$ cat config.mk
export PLATFORM = sky130hd
export DESIGN_NAME = fetch_unit_flat
export DESIGN_NICKNAME = d
export VERILOG_FILES = /design/src/rtl/cpu_pkg.sv /design/src/rtl/fetch_unit_if.sv /design/src/rtl/pc_reg.sv /design/src/rtl/fetch_unit.sv /design/src/flat_wrapper.sv
export SDC_FILE = /design/constraint.sdc
export NUM_CORES = 1
export LEC_CHECK = 0
export BUFFER_PORTS_ARGS = -buffer_cell sky130_fd_sc_hd__buf_2
export CAP_MARGIN = 10
export CORE_MARGIN = 3
export CORE_UTILIZATION = 55
export CTS_BUF_LIST = sky130_fd_sc_hd__clkbuf_8
export CTS_CLUSTER_SIZE = 14
export DETAILED_ROUTE_END_ITERATION = 7
export GPL_TIMING_DRIVEN = 1
export PLACE_DENSITY = 0.95
export SLEW_MARGIN = 15
export SYNTH_ARGS = -nofsm -noshare
export SYNTH_HDL_FRONTEND = slang
export SYNTH_SLANG_ARGS = --single-unit
$ cat constraint.sdc
create_clock -name clk -period 5.89 [get_ports clk]
set_clock_uncertainty 0.1 [all_clocks]
set_input_delay 0.8835 -clock clk [delete_from_list [all_inputs] [get_ports clk]]
set_output_delay 0.8835 -clock clk [all_outputs]
set_load 0.05 [all_outputs]
$ cat src/rtl/cpu_pkg.sv
// Shared CPU definitions: fetch FSM state encoding, PC width and reset vector.
// Used by the fetch unit, decoder and ALU.
package cpu_pkg;

  localparam int PC_W = 12;
  localparam logic [PC_W-1:0] RESET_VECTOR = 12'h000;

  typedef enum logic [2:0] {
    ST_FETCH  = 3'd0,
    ST_EXEC   = 3'd1,
    ST_HALT   = 3'd2,
    ST_STEP_F = 3'd3,
    ST_STEP_E = 3'd4
  } state_t;

  function automatic logic is_fetch(input state_t s);
    return (s == ST_FETCH) || (s == ST_STEP_F);
  endfunction

  function automatic logic is_exec(input state_t s);
    return (s == ST_EXEC) || (s == ST_STEP_E);
  endfunction

endpackage

$ cat src/rtl/fetch_unit_if.sv
// Fetch unit bus: run/step control, decoder PC requests, ROM data in,
// and the PC/instruction/phase outputs consumed by the decoder.
interface fetch_unit_if;
  import cpu_pkg::*;

  logic            Run;
  logic            Step;
  logic            IncPC;
  logic            LoadPC;
  logic [7:0]      RomData;
  logic [PC_W-1:0] PC;
  logic            Phase;
  logic [3:0]      Instr;
  logic [3:0]      Oprnd;
  logic [PC_W-1:0] Addr;
  logic            CpuEn;
  logic            Halted;

  modport master (
    output Run, Step, IncPC, LoadPC, RomData,
    input  PC, Phase, Instr, Oprnd, Addr, CpuEn, Halted
  );

  modport slave (
    input  Run, Step, IncPC, LoadPC, RomData,
    output PC, Phase, Instr, Oprnd, Addr, CpuEn, Halted
  );
endinterface

$ cat src/rtl/pc_reg.sv
// Program counter with load > increment > hold priority; increments wrap
// modulo 2^PC_W.
module pc_reg
  import cpu_pkg::*;
(
  input  logic            clk,
  input  logic            reset_n,
  input  logic            inc,
  input  logic            load,
  input  logic [PC_W-1:0] load_val,
  output logic [PC_W-1:0] pc
);

  logic [PC_W-1:0] pc_d;
  logic [PC_W-1:0] pc_q;

  // Next-PC mux: a jump overrides a simultaneous increment.
  always_comb begin
    pc_d = pc_q;
    if (load) begin
      pc_d = load_val;
    end else if (inc) begin
      pc_d = pc_q + 12'd1;
    end else begin
      pc_d = pc_q;
    end
  end

  // PC register.
  always_ff @(posedge clk or negedge reset_n) begin
    if (!reset_n) begin
      pc_q <= RESET_VECTOR;
    end else begin
      pc_q <= pc_d;
    end
  end

  assign pc = pc_q;

endmodule

$ cat src/rtl/fetch_unit.sv
// Two-phase fetch/execute sequencer with run/halt/single-step control and
// the instruction register; the PC lives in pc_reg.
module fetch_unit
  import cpu_pkg::*;
(
  input  logic         clk,
  input  logic         reset_n,
  fetch_unit_if.slave  bus
);

  state_t     state_d, state_q;
  logic [3:0] instr_d, instr_q;
  logic [3:0] oprnd_d, oprnd_q;
  logic       step_d, step_q;
  logic       phase_d, phase_q;
  logic       cpu_en_d, cpu_en_q;
  logic       halted_d, halted_q;
  logic       step_rise;
  logic       pc_inc;
  logic       pc_load;

  // Next-state, instruction register and PC request decode.
  always_comb begin
    state_d   = state_q;
    instr_d   = instr_q;
    oprnd_d   = oprnd_q;
    pc_inc    = 1'b0;
    pc_load   = 1'b0;
    step_rise = bus.Step & ~step_q;
    case (state_q)
      ST_FETCH, ST_STEP_F: begin
        {instr_d, oprnd_d} = bus.RomData;
        pc_inc  = bus.IncPC;
        state_d = (state_q == ST_FETCH) ? ST_EXEC : ST_STEP_E;
      end
      ST_EXEC: begin
        pc_load = bus.LoadPC;
        pc_inc  = bus.IncPC;
        state_d = bus.Run ? ST_FETCH : ST_HALT;
      end
      ST_STEP_E: begin
        pc_load = bus.LoadPC;
        pc_inc  = bus.IncPC;
        state_d = ST_HALT;
      end
      ST_HALT: begin
        if (bus.Run) begin
          state_d = ST_FETCH;
        end else if (step_rise) begin
          state_d = ST_STEP_F;
        end else begin
          state_d = ST_HALT;
        end
      end
      default: begin
        state_d = ST_HALT;
      end
    endcase
    // Status outputs are registered from the next state so they are glitch-free.
    step_d   = bus.Step;
    phase_d  = is_exec(state_d);
    cpu_en_d = (state_d != ST_HALT);
    halted_d = (state_d == ST_HALT);
  end

  // State, instruction register and registered status outputs.
  always_ff @(posedge clk or negedge reset_n) begin
    if (!reset_n) begin
      state_q  <= ST_HALT;
      instr_q  <= 4'h0;
      oprnd_q  <= 4'h0;
      step_q   <= 1'b1;
      phase_q  <= 1'b0;
      cpu_en_q <= 1'b0;
      halted_q <= 1'b1;
    end else begin
      state_q  <= state_d;
      instr_q  <= instr_d;
      oprnd_q  <= oprnd_d;
      step_q   <= step_d;
      phase_q  <= phase_d;
      cpu_en_q <= cpu_en_d;
      halted_q <= halted_d;
    end
  end

  pc_reg u_pc_reg (
    .clk      (clk),
    .reset_n  (reset_n),
    .inc      (pc_inc),
    .load     (pc_load),
    .load_val ({oprnd_q, bus.RomData}),
    .pc       (bus.PC)
  );

  assign bus.Phase  = phase_q;
  assign bus.Instr  = instr_q;
  assign bus.Oprnd  = oprnd_q;
  assign bus.Addr   = {oprnd_q, bus.RomData};
  assign bus.CpuEn  = cpu_en_q;
  assign bus.Halted = halted_q;

endmodule

$ cat src/flat_wrapper.sv
// flat-port wrapper written by rule: the top's interface ports become plain ports
module fetch_unit_flat import cpu_pkg::*;
  (clk, reset_n, bus_Run, bus_Step, bus_IncPC, bus_LoadPC, bus_RomData, bus_PC, bus_Phase, bus_Instr, bus_Oprnd, bus_Addr, bus_CpuEn, bus_Halted);
  fetch_unit_if bus_i ();
  input  logic clk;
  input  logic reset_n;
  input wire logic [$bits(bus_i.Run)-1:0] bus_Run;
  input wire logic [$bits(bus_i.Step)-1:0] bus_Step;
  input wire logic [$bits(bus_i.IncPC)-1:0] bus_IncPC;
  input wire logic [$bits(bus_i.LoadPC)-1:0] bus_LoadPC;
  input wire logic [$bits(bus_i.RomData)-1:0] bus_RomData;
  output wire logic [$bits(bus_i.PC)-1:0] bus_PC;
  output wire logic [$bits(bus_i.Phase)-1:0] bus_Phase;
  output wire logic [$bits(bus_i.Instr)-1:0] bus_Instr;
  output wire logic [$bits(bus_i.Oprnd)-1:0] bus_Oprnd;
  output wire logic [$bits(bus_i.Addr)-1:0] bus_Addr;
  output wire logic [$bits(bus_i.CpuEn)-1:0] bus_CpuEn;
  output wire logic [$bits(bus_i.Halted)-1:0] bus_Halted;
  assign bus_i.Run = bus_Run;
  assign bus_i.Step = bus_Step;
  assign bus_i.IncPC = bus_IncPC;
  assign bus_i.LoadPC = bus_LoadPC;
  assign bus_i.RomData = bus_RomData;
  assign bus_PC = bus_i.PC;
  assign bus_Phase = bus_i.Phase;
  assign bus_Instr = bus_i.Instr;
  assign bus_Oprnd = bus_i.Oprnd;
  assign bus_Addr = bus_i.Addr;
  assign bus_CpuEn = bus_i.CpuEn;
  assign bus_Halted = bus_i.Halted;
  fetch_unit u_core (.clk(clk), .reset_n(reset_n), .bus(bus_i));
endmodule
## Word-level counts from Yosys, hierarchy flattened

Index checks and enable logic that the tools add are counted.

- Bits in writable memories: 0
- Memory bits (read-only): 0
- Flip-flop bits (word level): 27
- Output and inout bits: 35
- Bits in latches: 0
- Logic and storage cells: 34
- Memories: 0
- Bits of input ports: 14

- Bitwise operators: 2
- Multiply operators: 0
- Add/subtract/negate cells: 1
- Shift-type cells: 0
- Reduce and logical (&&, ||, !) cells: 6
- Order comparisons: 0
- Multiplexer cells: 9
- Divide/modulo/power cells: 0
- Eq/ne operators: 8

Operators with widths:

| operator | number |
|---|---|
| 2-to-1 mux 12 bit | 2 |
| adder 12 x 1 -> 12 bit, second input constant | 1 |
| equality test 3 x 2 -> 1 bit, second input constant | 3 |
| case mux 3 bit (3 select lines) | 1 |
| equality test 3 x 1 -> 1 bit, second input constant | 2 |
| equality test 3 bit, second input constant | 2 |
| 2-to-1 mux 3 bit | 2 |
| OR reduction 2 bit | 2 |
| OR reduction 4 bit | 1 |
| logical NOT 3 bit | 1 |
| 2-to-1 mux 1 bit | 3 |
| != test 3 x 2 -> 1 bit, second input constant | 1 |
| 2-to-1 mux 2 bit | 1 |
| nonzero test 2 bit | 1 |
| AND 1 bit | 1 |
| logical OR 1 bit | 1 |
| NOT 1 bit | 1 |

## Longest topological paths before layout

Gate-level depths: netlist of run 1.

- Word-level depth: 7
- Gate-level depth with buffers: 7
- Mapped depth without buffers: 5

## By module

From an unflattened synthesis of run 1, not the netlist that was laid out.

- Cell total of the unflattened synthesis: 125
- Area, all modules: 1352.5 um2

By module, submodules not included:

| module | sequential area each (um2) | cells an instance | instances | area an instance (um2) |
|---|---|---|---|---|
| fetch_unit | 379.1 | 53 | 1 | 680.7 |
| pc_reg | 300.3 | 72 | 1 | 671.9 |

## Worst setup path after synthesis of run 1

OpenSTA, ideal clock, no wires.

- Path kind: input to register
- From: input port bus_IncPC
- To: register u_core.u_pc_reg.pc_q[11] (netlist: u_core.u_pc_reg.pc[11])
- Data arrival time: 2.050 ns
- Required time: 5.666 ns
- Buffers on the path: 0
- Cell stages on the path: 4
- Path slack: 3.616 ns
- Setup time: 0.124 ns
- Path through: nand4_1 or4_4 and3_4 a211o_1

- Word-level cells in the longest chain between the ends: 2

Ends and longest elaborated chain:

| element | RTL line | RTL |
|---|---|---|
| start, declared | flat_wrapper.sv:9 | `input wire logic [$bits(bus_i.IncPC)-1:0] bus_IncPC;` |
| 2-to-1 mux 1 bit | fetch_unit.sv:30 | `case (state_q)` |
| nonzero test 2 bit (no source line) | n/a |  |
| end signal, assigned | pc_reg.sv:34 | `pc_q <= pc_d;` |
| end, declared | pc_reg.sv:15 | `logic [PC_W-1:0] pc_q;` |

No other way between the ends.
A chain may end at the register's enable or synchronous reset.

## Worst setup path in the final report of run 1

- From: input port bus_RomData[2]
- To: output port bus_Addr[2]

RTL lines:

| element | RTL line | RTL |
|---|---|---|
| start, declared | flat_wrapper.sv:11 | `input wire logic [$bits(bus_i.RomData)-1:0] bus_RomData;` |
| end, declared | flat_wrapper.sv:16 | `output wire logic [$bits(bus_i.Addr)-1:0] bus_Addr;` |

No word-level cell between the ends.

==> results of run 1 <==
path summary, 6_finish.rpt:
path / start / cells after the start / endpoint
worst max-delay path: bus_RomData[2] / 2 / bus_Addr[2]
worst min-delay path: u_core.bus.Instr[1] / 1 / u_core.bus.Instr[1]
worst max register to register: u_core.state_q[0] / 4 / u_core.u_pc_reg.pc[11]
worst min register to register: u_core.bus.Instr[1] / 1 / u_core.bus.Instr[1]
max in group asynchronous: reset_n / 1 / u_core.u_pc_reg.pc[4]
min in group asynchronous: reset_n / 1 / u_core.bus.Oprnd[3]
per-stage QoR:
step	util, %	std cells	instance area (um2)	worst slack (ns)
detailed placement	66.7	190	1530	3.43
global route	68.6	194	1580	3.64
floorplan	-	130	1370	3.62
finish	68.6	194	1580	3.65
CTS	68.6	194	1580	3.65
global placement	66.7	190	1530	3.46
area by class of cell:
| cell class | count | area share [%] |
|---|---|---|
| tap | 28 | 2.22 |
| clock inverter | 1 | 0.238 |
| sequential | 27 | 43.1 |
| clock buffer | 3 | 2.62 |
| multi-input combinational | 85 | 36.1 |
| inverter | 2 | 0.476 |
| timing repair buffer | 48 | 15.2 |
placed cells by master, fill, tap and decap left out, types with 4 or more instances in the layout:
master,n
o21ai_0,12
nor2_1,4
xor2_1,5
nand2_1,13
nand4_1,5
mux2_2,8
buf_2,48
dfrtp_1,24
cells in the mapped netlist, types with 2 or more instances:
| master | count |
|---|---|
| and2_1 | 2 |
| a31oi_1 | 3 |
| dfstp_2 | 3 |
| mux2i_1 | 2 |
| dfrtp_1 | 24 |
| mux2_2 | 8 |
| nand4_1 | 5 |
| or3_1 | 2 |
| clkbuf_1 | 2 |
| a21oi_1 | 2 |
| nand3_1 | 3 |
| nand2_1 | 13 |
| xnor2_1 | 3 |
| buf_4 | 12 |
| and3_1 | 3 |
| nor2_1 | 4 |
| o21ai_0 | 12 |
| nand2b_1 | 2 |
| nor3_1 | 3 |
| xor2_1 | 5 |
| nor2b_1 | 2 |
| inv_1 | 2 |
cell families (layout without fill, tap and decap cells):
logic type | Yosys count | in the layout
and+or+nand+nor | 45 | 45
muxes | 11 | 11
xor gates and xnor gates | 8 | 8
adders and majority gates | 1 | 1
buffers and inverters | 18 | 54
DFF | 27 | 27
AOI/OAI and AO/OA | 20 | 20
layer usage:
layer  global-route usage, %  up-vias  part of all wire [%]
met2                    32.1       39                    50
met5                       0        -                     0
li1                        -      516                     -
met3                    3.02        4                   6.5
met4                    6.78        0                   1.4
met1                    23.6      536                    42
==> results.md, run 1 <==
- Residual DRC count: 0
- Most frequent CP cell: buf_2
- Port bufs: 48
- Leading area contributor after synthesis: dfrtp_1
- Worst Tran Pin Value: 0.828 ns
- Asr flop ratio synth: 100%
- Routed Antenna Nets: 0
- Crit-path leading delay family: buffers and inverters
- Vias per cell: 5.64
- Fin crit period: 2.24 ns
- Yosys reg bits: 27
- Worst Hold Class: register to register
- Total track usage: 18.6%
- Antenna cells: 0
- Cts repair resizes: 0
- Number of global-route vias before repair: 1042
- Drt initial violations: 28
- CP max stage delay: 0.26 ns
- Syn Nets: 145
- Initial antenna violation count: 0
- Router iterations before antenna repair: 4
- Worst EP arrival: 1.25 ns
- Routed Wire Length: 2790 um
- CP max stage cell: buf_2
- Area of the multi-input gates: 569 um2
- Max Cap Viol: 0
- Post-Synth XOR/XNOR Area: 5.11%
- Hold_ws: 0.409 ns
- CTS Root Cell: clkbuf_8
- Placer Congestion: 0.835
- Synth Area in Simple Gates: 18.2%
- Multiplexer share of the synthesized area: 9.13%
- Post-CTS setup buffers: 0
- Layout cells sized above 1: 39.8%
- Clock latency on the worst-skew pair: 0.27 ns
- Starting Density: 59.6%
- Max_slew headroom: 44.5%
- Full die area: 3130 um2
- Synth Flop Type: dfrtp_1
- Estimated wirelength of the detail-placed design: 2030 um
- Final hold viol count: 0
- Largest register FFs: 12
- CTS H-tree depth: 1
- Largest family of logic cells by synthesized area: simple AND/OR/NAND/NOR gates
- DR vias: 1095
- Post-layout nets: 182
- Final TNS setup: 0 ns
- Post-synth EDFFs: 0
- Cells after synthesis: 130
- Cell Rows: 17
- Register area share after synthesis: 49.6%
- Synth Area in Adders: 0.913%
- Crit-path cells: buf_2 -> buf_2
- Post-synthesis cell type count: 35
- Synthesis Warnings: 0
- Mean Syn Cell Area: 10.5 um2
- Mapped Area: 1370 um2
- Worst setup SP type: input port
- Clock Tree Buf Depth: 2
- WL/cell: 14.4 um
- Flip-flop and latch area: 679 um2
- Synth top area cells: dfrtp_1 44%, buf_4 6.6%, mux2_2 6.6%
- Max Clk Rate: 447 MHz
- Pins over their slew limit: 0
- Outcome: complete, no violations
- Synth top area share: 43.8%
- # IOs: 49
- Critical path capture point type: primary output
- Num CTS Buffers: 3
- Core box area: 2300 um2
- WS Path Type: input port to primary output
- Buf+Inv Stages, Crit Path: 2
- R2R Setup Slk: 3.80 ns
- First-pass GRT wire length: 4620 um
- Crit path max fanout: 3
- Die width: 55.9 um
- Number of setup violations in the final report: 0
- RSZ-0062 raised after global routing: no
- Period Utilization, post-route: 38.0%
- CTS clock-pin slew for the worst setup and hold paths: 0.08 ns
- Die height: 55.9 um
- Global route overflow: 0
- CP required: 4.91 ns
- CTS tree: built
- Largest net degree at the start of global routing: 28
- Post-CTS Hold Fix Bufs: 0
- Clk sinks: 27
- FILL cells: 176
- Layout area overhead: 15.1%
- Post-synthesis compound-gate area fraction: 8.22%
Power of run 1 is left out: the tool's default activity adds up to more than one toggle a clock period on the data nets, which glitch-free logic cannot reach.
==> inputs of run 2 (changes only) <==
--- a/config.mk
+++ b/config.mk
@@ -5,15 +5,16 @@
 export SDC_FILE = /design/constraint.sdc
 export NUM_CORES = 1
 export LEC_CHECK = 0
+export ABC_AREA = 1
 export BUFFER_PORTS_ARGS = -buffer_cell sky130_fd_sc_hd__buf_2
 export CAP_MARGIN = 10
 export CORE_MARGIN = 3
-export CORE_UTILIZATION = 55
+export CORE_UTILIZATION = 52
 export CTS_BUF_LIST = sky130_fd_sc_hd__clkbuf_8
 export CTS_CLUSTER_SIZE = 14
 export DETAILED_ROUTE_END_ITERATION = 7
 export GPL_TIMING_DRIVEN = 1
-export PLACE_DENSITY = 0.95
+export PLACE_DENSITY = 0.92
 export SLEW_MARGIN = 15
 export SYNTH_ARGS = -nofsm -noshare
 export SYNTH_HDL_FRONTEND = slang
==> constraint.sdc (replaced) <==
create_clock -name clk -period 2.3 [get_ports clk]
set_clock_uncertainty 0.1 [all_clocks]
set_input_delay 0.345 -clock clk [delete_from_list [all_inputs] [get_ports clk]]
set_output_delay 0.345 -clock clk [all_outputs]
set_load 0.05 [all_outputs]
==> results.md, run 2 <==
- Crit path max fanout: 15
- Port bufs: 48
- Asr flop ratio synth: 100%
- DR vias: 1407
- Clock latency on the worst-skew pair: 0.28 ns
- Routed Wire Length: 3420 um
- WL/cell: 12.4 um
- Max_slew headroom: 60.7%
- Number of setup violations in the final report: 0
- Syn Nets: 221
- Largest net degree at the start of global routing: 28
- Final TNS setup: 0 ns
- Register area share after synthesis: 43.9%
- Clk sinks: 27
- Largest register FFs: 12
- Outcome: complete, no violations
- Post-DP Area: 1710 um2
- Synth Flop Type: dfrtp_1
- Count leader, synth: nand2_1
- Period Utilization, post-route: 65.9%
- Router iterations before antenna repair: 4
- Worst setup SP type: register
- Synthesis Warnings: 0
- Clock Tree Buf Depth: 2
- Placer Congestion: 0.815
- First-pass GRT wire length: 5640 um
- Cells after synthesis: 206
- Layout area overhead: 14.4%
- Estimated wirelength of the detail-placed design: 2630 um
- Total track usage: 20.9%
- CP required: 2.36 ns
- Cts repair resizes: 0
- Drt initial violations: 49
- Antenna cells: 0
- Full die area: 3660 um2
- WS Path Type: register to register
- Worst EP arrival: 1.58 ns
- Synth top area cells: dfrtp_1 39%, nand2_1 16%, nand3_1 14%
- Residual DRC count: 0
- Final hold viol count: 0
- Leading area contributor after synthesis: dfrtp_1
- Layout cells sized above 1: 27.9%
- Starting Density: 55.1%
- Core box area: 2810 um2
- Initial antenna violation count: 0
- Synth top area share: 38.8%
- CTS clock-pin slew for the worst setup and hold paths: 0.09 ns
- Crit. Startpoint: u_core.state_q[0]
- Routed Antenna Nets: 0
- RSZ-0062 raised after global routing: no
- Number of global-route vias before repair: 1242
- Fin crit period: 1.51 ns
- CTS tree: built
- Worst Hold Class: input port to register
- Yosys reg bits: 27
- Post-CTS Hold Fix Bufs: 1
- Commonest non-fill, non-tap cells in the layout: 66 x nand2_1, 48 x buf_2, 43 x nand3_1, 24 x dfrtp_1, 20 x inv_1
- Num CTS Buffers: 3
- Post-CTS setup buffers: 0
- Pins over their slew limit: 0
- Max Clk Rate: 660 MHz
- CTS H-tree depth: 1
- Reg2Reg Launch Point: u_core.state_q[0]
- Post-synth EDFFs: 0
- Max Cap Viol: 0
- Core Util, Final: 63.1%
- Worst Tran Pin Value: 0.589 ns
- Post-layout nets: 260
- Critical path capture point type: register
- # IOs: 49
- Vias per cell: 5.12
- CTS Root Cell: clkbuf_8
- Mean Syn Cell Area: 7.51 um2
- Fin area: 1770 um2
- HP Start: bus_Step
- Post-synthesis cell type count: 20
- Top cells by count, synth: 66 x nand2_1, 43 x nand3_1, 24 x dfrtp_1, 20 x inv_1
- Die height: 60.5 um
- Global route overflow: 0
- Cell Rows: 19
- Commonest non-fill, non-tap cell in the layout: nand2_1
- Mapped Area: 1550 um2
- Die width: 60.5 um
[run 2: cell types whose count changed in the layout (fill, tap and decap cells not counted), moves of 4 or more]
cell,before,now
nor2_1,4,13
o21ai_0,12,1
nand2_1,13,66
inv_2,0,4
mux2_2,8,0
nand3_1,3,43
inv_1,3,20
[run 2: final timing paths]
check	endpoint	slack [ns]	cells past startpoint
worst min register to register	u_core.bus.Instr[2]	0.43	2
max in group asynchronous	u_core.bus.CpuEn	1.20	2
worst min-delay path	u_core.step_q	0.08	1
worst max register to register	u_core.u_pc_reg.pc[7]	0.79	6
worst max-delay path	u_core.u_pc_reg.pc[7]	0.79	6
min in group asynchronous	u_core.bus.Phase	0.50	2
[run 2: layout make-up]
class | instances | area, um2
Clock buffer | 3 | 41.3
Inverter | 24 | 90.1
Timing Repair Buffer | 49 | 250
Multi-Input combinational cell | 140 | 664
Clock inverter | 1 | 5.00
Fill cell | 258 | 1040
Tap cell | 31 | 38.8
Sequential cell | 27 | 679
[run 2: per-stage QoR]
step           worst slack (ns)  cells  hold WS, ns
2_1_floorplan             0.593    206      -0.0506
3_3_place_gp              0.834    270        0.282
3_5_place_dp              0.806    270        0.287
4_1_cts                   0.781    275       0.0716
5_1_grt                   0.611    275       0.0678
6_report                  0.785    275       0.0808
[run 2: cells by family after synthesis]
group,count (synthesis),synth area share [%]
flops,27,43.9
fa+ha+maj,1,0.809
simple gates,134,39.6
compound gates,2,0.890
xor+xnor,3,1.70
buf+inv,39,13.1
[run 2: routing by layer]
layer  GRT usage (%)  vias up  wire (um)
met4            7.43        0         47
li1                -      713          -
met5               0        -          0
met2            33.8       57       1610
met3            2.77        5        252
met1            28.8      632       1510
[run 2: critical path, stage by stage, from the launching register on]
cell     delay (ns)
dfrtp_1        0.44
nand2_2        0.23
nand3_1        0.25
nand2_1        0.13
inv_1          0.11
nand2_1        0.08
nand3_1        0.07
Power of run 2 is left out for the same reason.
==> inputs of run 3 (changes only) <==
==> constraint.sdc (replaced) <==
create_clock -name clk -period 1.4 [get_ports clk]
set_clock_uncertainty 0.1 [all_clocks]
set_input_delay 0.21 -clock clk [delete_from_list [all_inputs] [get_ports clk]]
set_output_delay 0.21 -clock clk [all_outputs]
set_load 0.05 [all_outputs]
==> results.md, run 3 (synthesized netlist as in run 2, its figures left out) <==
- Outcome: complete, no violations
- Estimated wirelength of the detail-placed design: 2630 um
- First-pass GRT wire length: 5680 um
- Crit path max fanout: 10
- Routed Wire Length: 3640 um
- Hold_ws: 0.0596 ns
- WL/cell: 13.0 um
- Largest register FFs: 12
- Number of global-route vias before repair: 1312
- Num CTS Buffers: 3
- Fin cells: 281
- Antenna cells: 0
- Placer Congestion: 0.815
- Cell Rows: 19
- Worst setup SP type: register
- R2R Setup Slk: 0.02 ns
- Global route overflow: 0
- Router iterations before antenna repair: 4
- Worst Hold Class: input port to register
- Fin crit period: 1.38 ns
- DR vias: 1469
- Residual DRC count: 0
- Max_slew headroom: 61.2%
- Setup ws final: 0.0236 ns
- Critical path capture point type: register
- DP Cell Count: 272
- Drt initial violations: 38
- RSZ-0062 raised after global routing: yes
- Final hold viol count: 0
- Initial antenna violation count: 0
- Clock latency on the worst-skew pair: 0.27 ns
- CTS H-tree depth: 1
- CTS clock-pin slew for the worst setup and hold paths: 0.09 ns
- Worst slack, placed: -0.0130 ns
- Commonest non-fill, non-tap cells in the layout: 65 x nand2_1, 48 x buf_2, 41 x nand3_1, 18 x inv_1, 16 x dfrtp_1
- Period Utilization, post-route: 98.3%
- Max Clk Rate: 727 MHz
- Starting Density: 55.1%
- Clock Tree Buf Depth: 2
- Largest net degree at the start of global routing: 28
- Port bufs: 48
- Routed Antenna Nets: 0
- WS Path Type: register to register
- Core box area: 2810 um2
- # IOs: 49
- Layout cells sized above 1: 35.2%
- Clk sinks: 27
- CTS tree: built
- Pins over their slew limit: 0
- Worst EP arrival: 1.44 ns
- Commonest non-fill, non-tap cell in the layout: nand2_1
- Layout area overhead: 21.0%
- Die height: 60.5 um
- Worst Tran Pin Value: 0.582 ns
- Max Cap Viol: 0
- Full die area: 3660 um2
- Core Util, Final: 66.7%
- Number of setup violations in the final report: 0
- Die width: 60.5 um
- CTS Root Cell: clkbuf_8
- Total track usage: 20.6%
- Vias per cell: 5.23
- Post-layout nets: 266
- CP required: 1.46 ns
[run 3: through the flow]
stage          area (um2)  TNS (ns)
2_1_floorplan        1580         0
3_3_place_gp         1760         0
3_5_place_dp         1760   -0.0451
4_1_cts              1830         0
5_1_grt              1870    -0.691
6_report             1870         0
[run 3: critical path, cell delays in order, from the launching register on]
cell and delay (ns):
dfrtp_1 0.38, inv_2 0.09, nand2_2 0.10, inv_2 0.07, nand2_4 0.13, nand2_4 0.13, a21oi_4 0.18, nand2_2 0.08
[run 3: final cells by class]
class | count | area (um2)
clock buffers | 3 | 41.3
flip-flops and latches | 27 | 689
clock inverters | 1 | 3.75
fillers | 225 | 933
repair buffers | 54 | 293
well taps | 31 | 38.8
inverters | 24 | 92.6
multi-input cells | 141 | 713
[run 3: path summary, 6_finish.rpt]
check	startpoint	to	cells after the start
min in group asynchronous	reset_n	u_core.bus.Oprnd[1]	2
max	u_core.state_q[2]	u_core.bus.CpuEn	7
max reg2reg	u_core.state_q[2]	u_core.bus.CpuEn	7
min	bus_RomData[7]	u_core.bus.Instr[3]	3
min reg2reg	u_core.bus.Instr[1]	u_core.bus.Instr[1]	2
max in group asynchronous	reset_n	u_core.u_pc_reg.pc[2]	2
[run 3: layer usage]
metal,share of wire [%],vias to the layer above,track usage [%]
met3,6.3,5,2.55
met1,44,685,27.3
met4,1.4,0,7.43
met5,0,-,0
li1,-,729,-
met2,49,50,34.7
[run 3: repair_timing]
action	in CTS	in global routing
hold buffers	3	0
hold endpoints to repair	26	0
pin swaps	0	2
setup buffers	0	1
cloned	0	1
resized for setup	1	9
setup endpoints to repair	11	19
Power of run 3 is left out for the same reason.
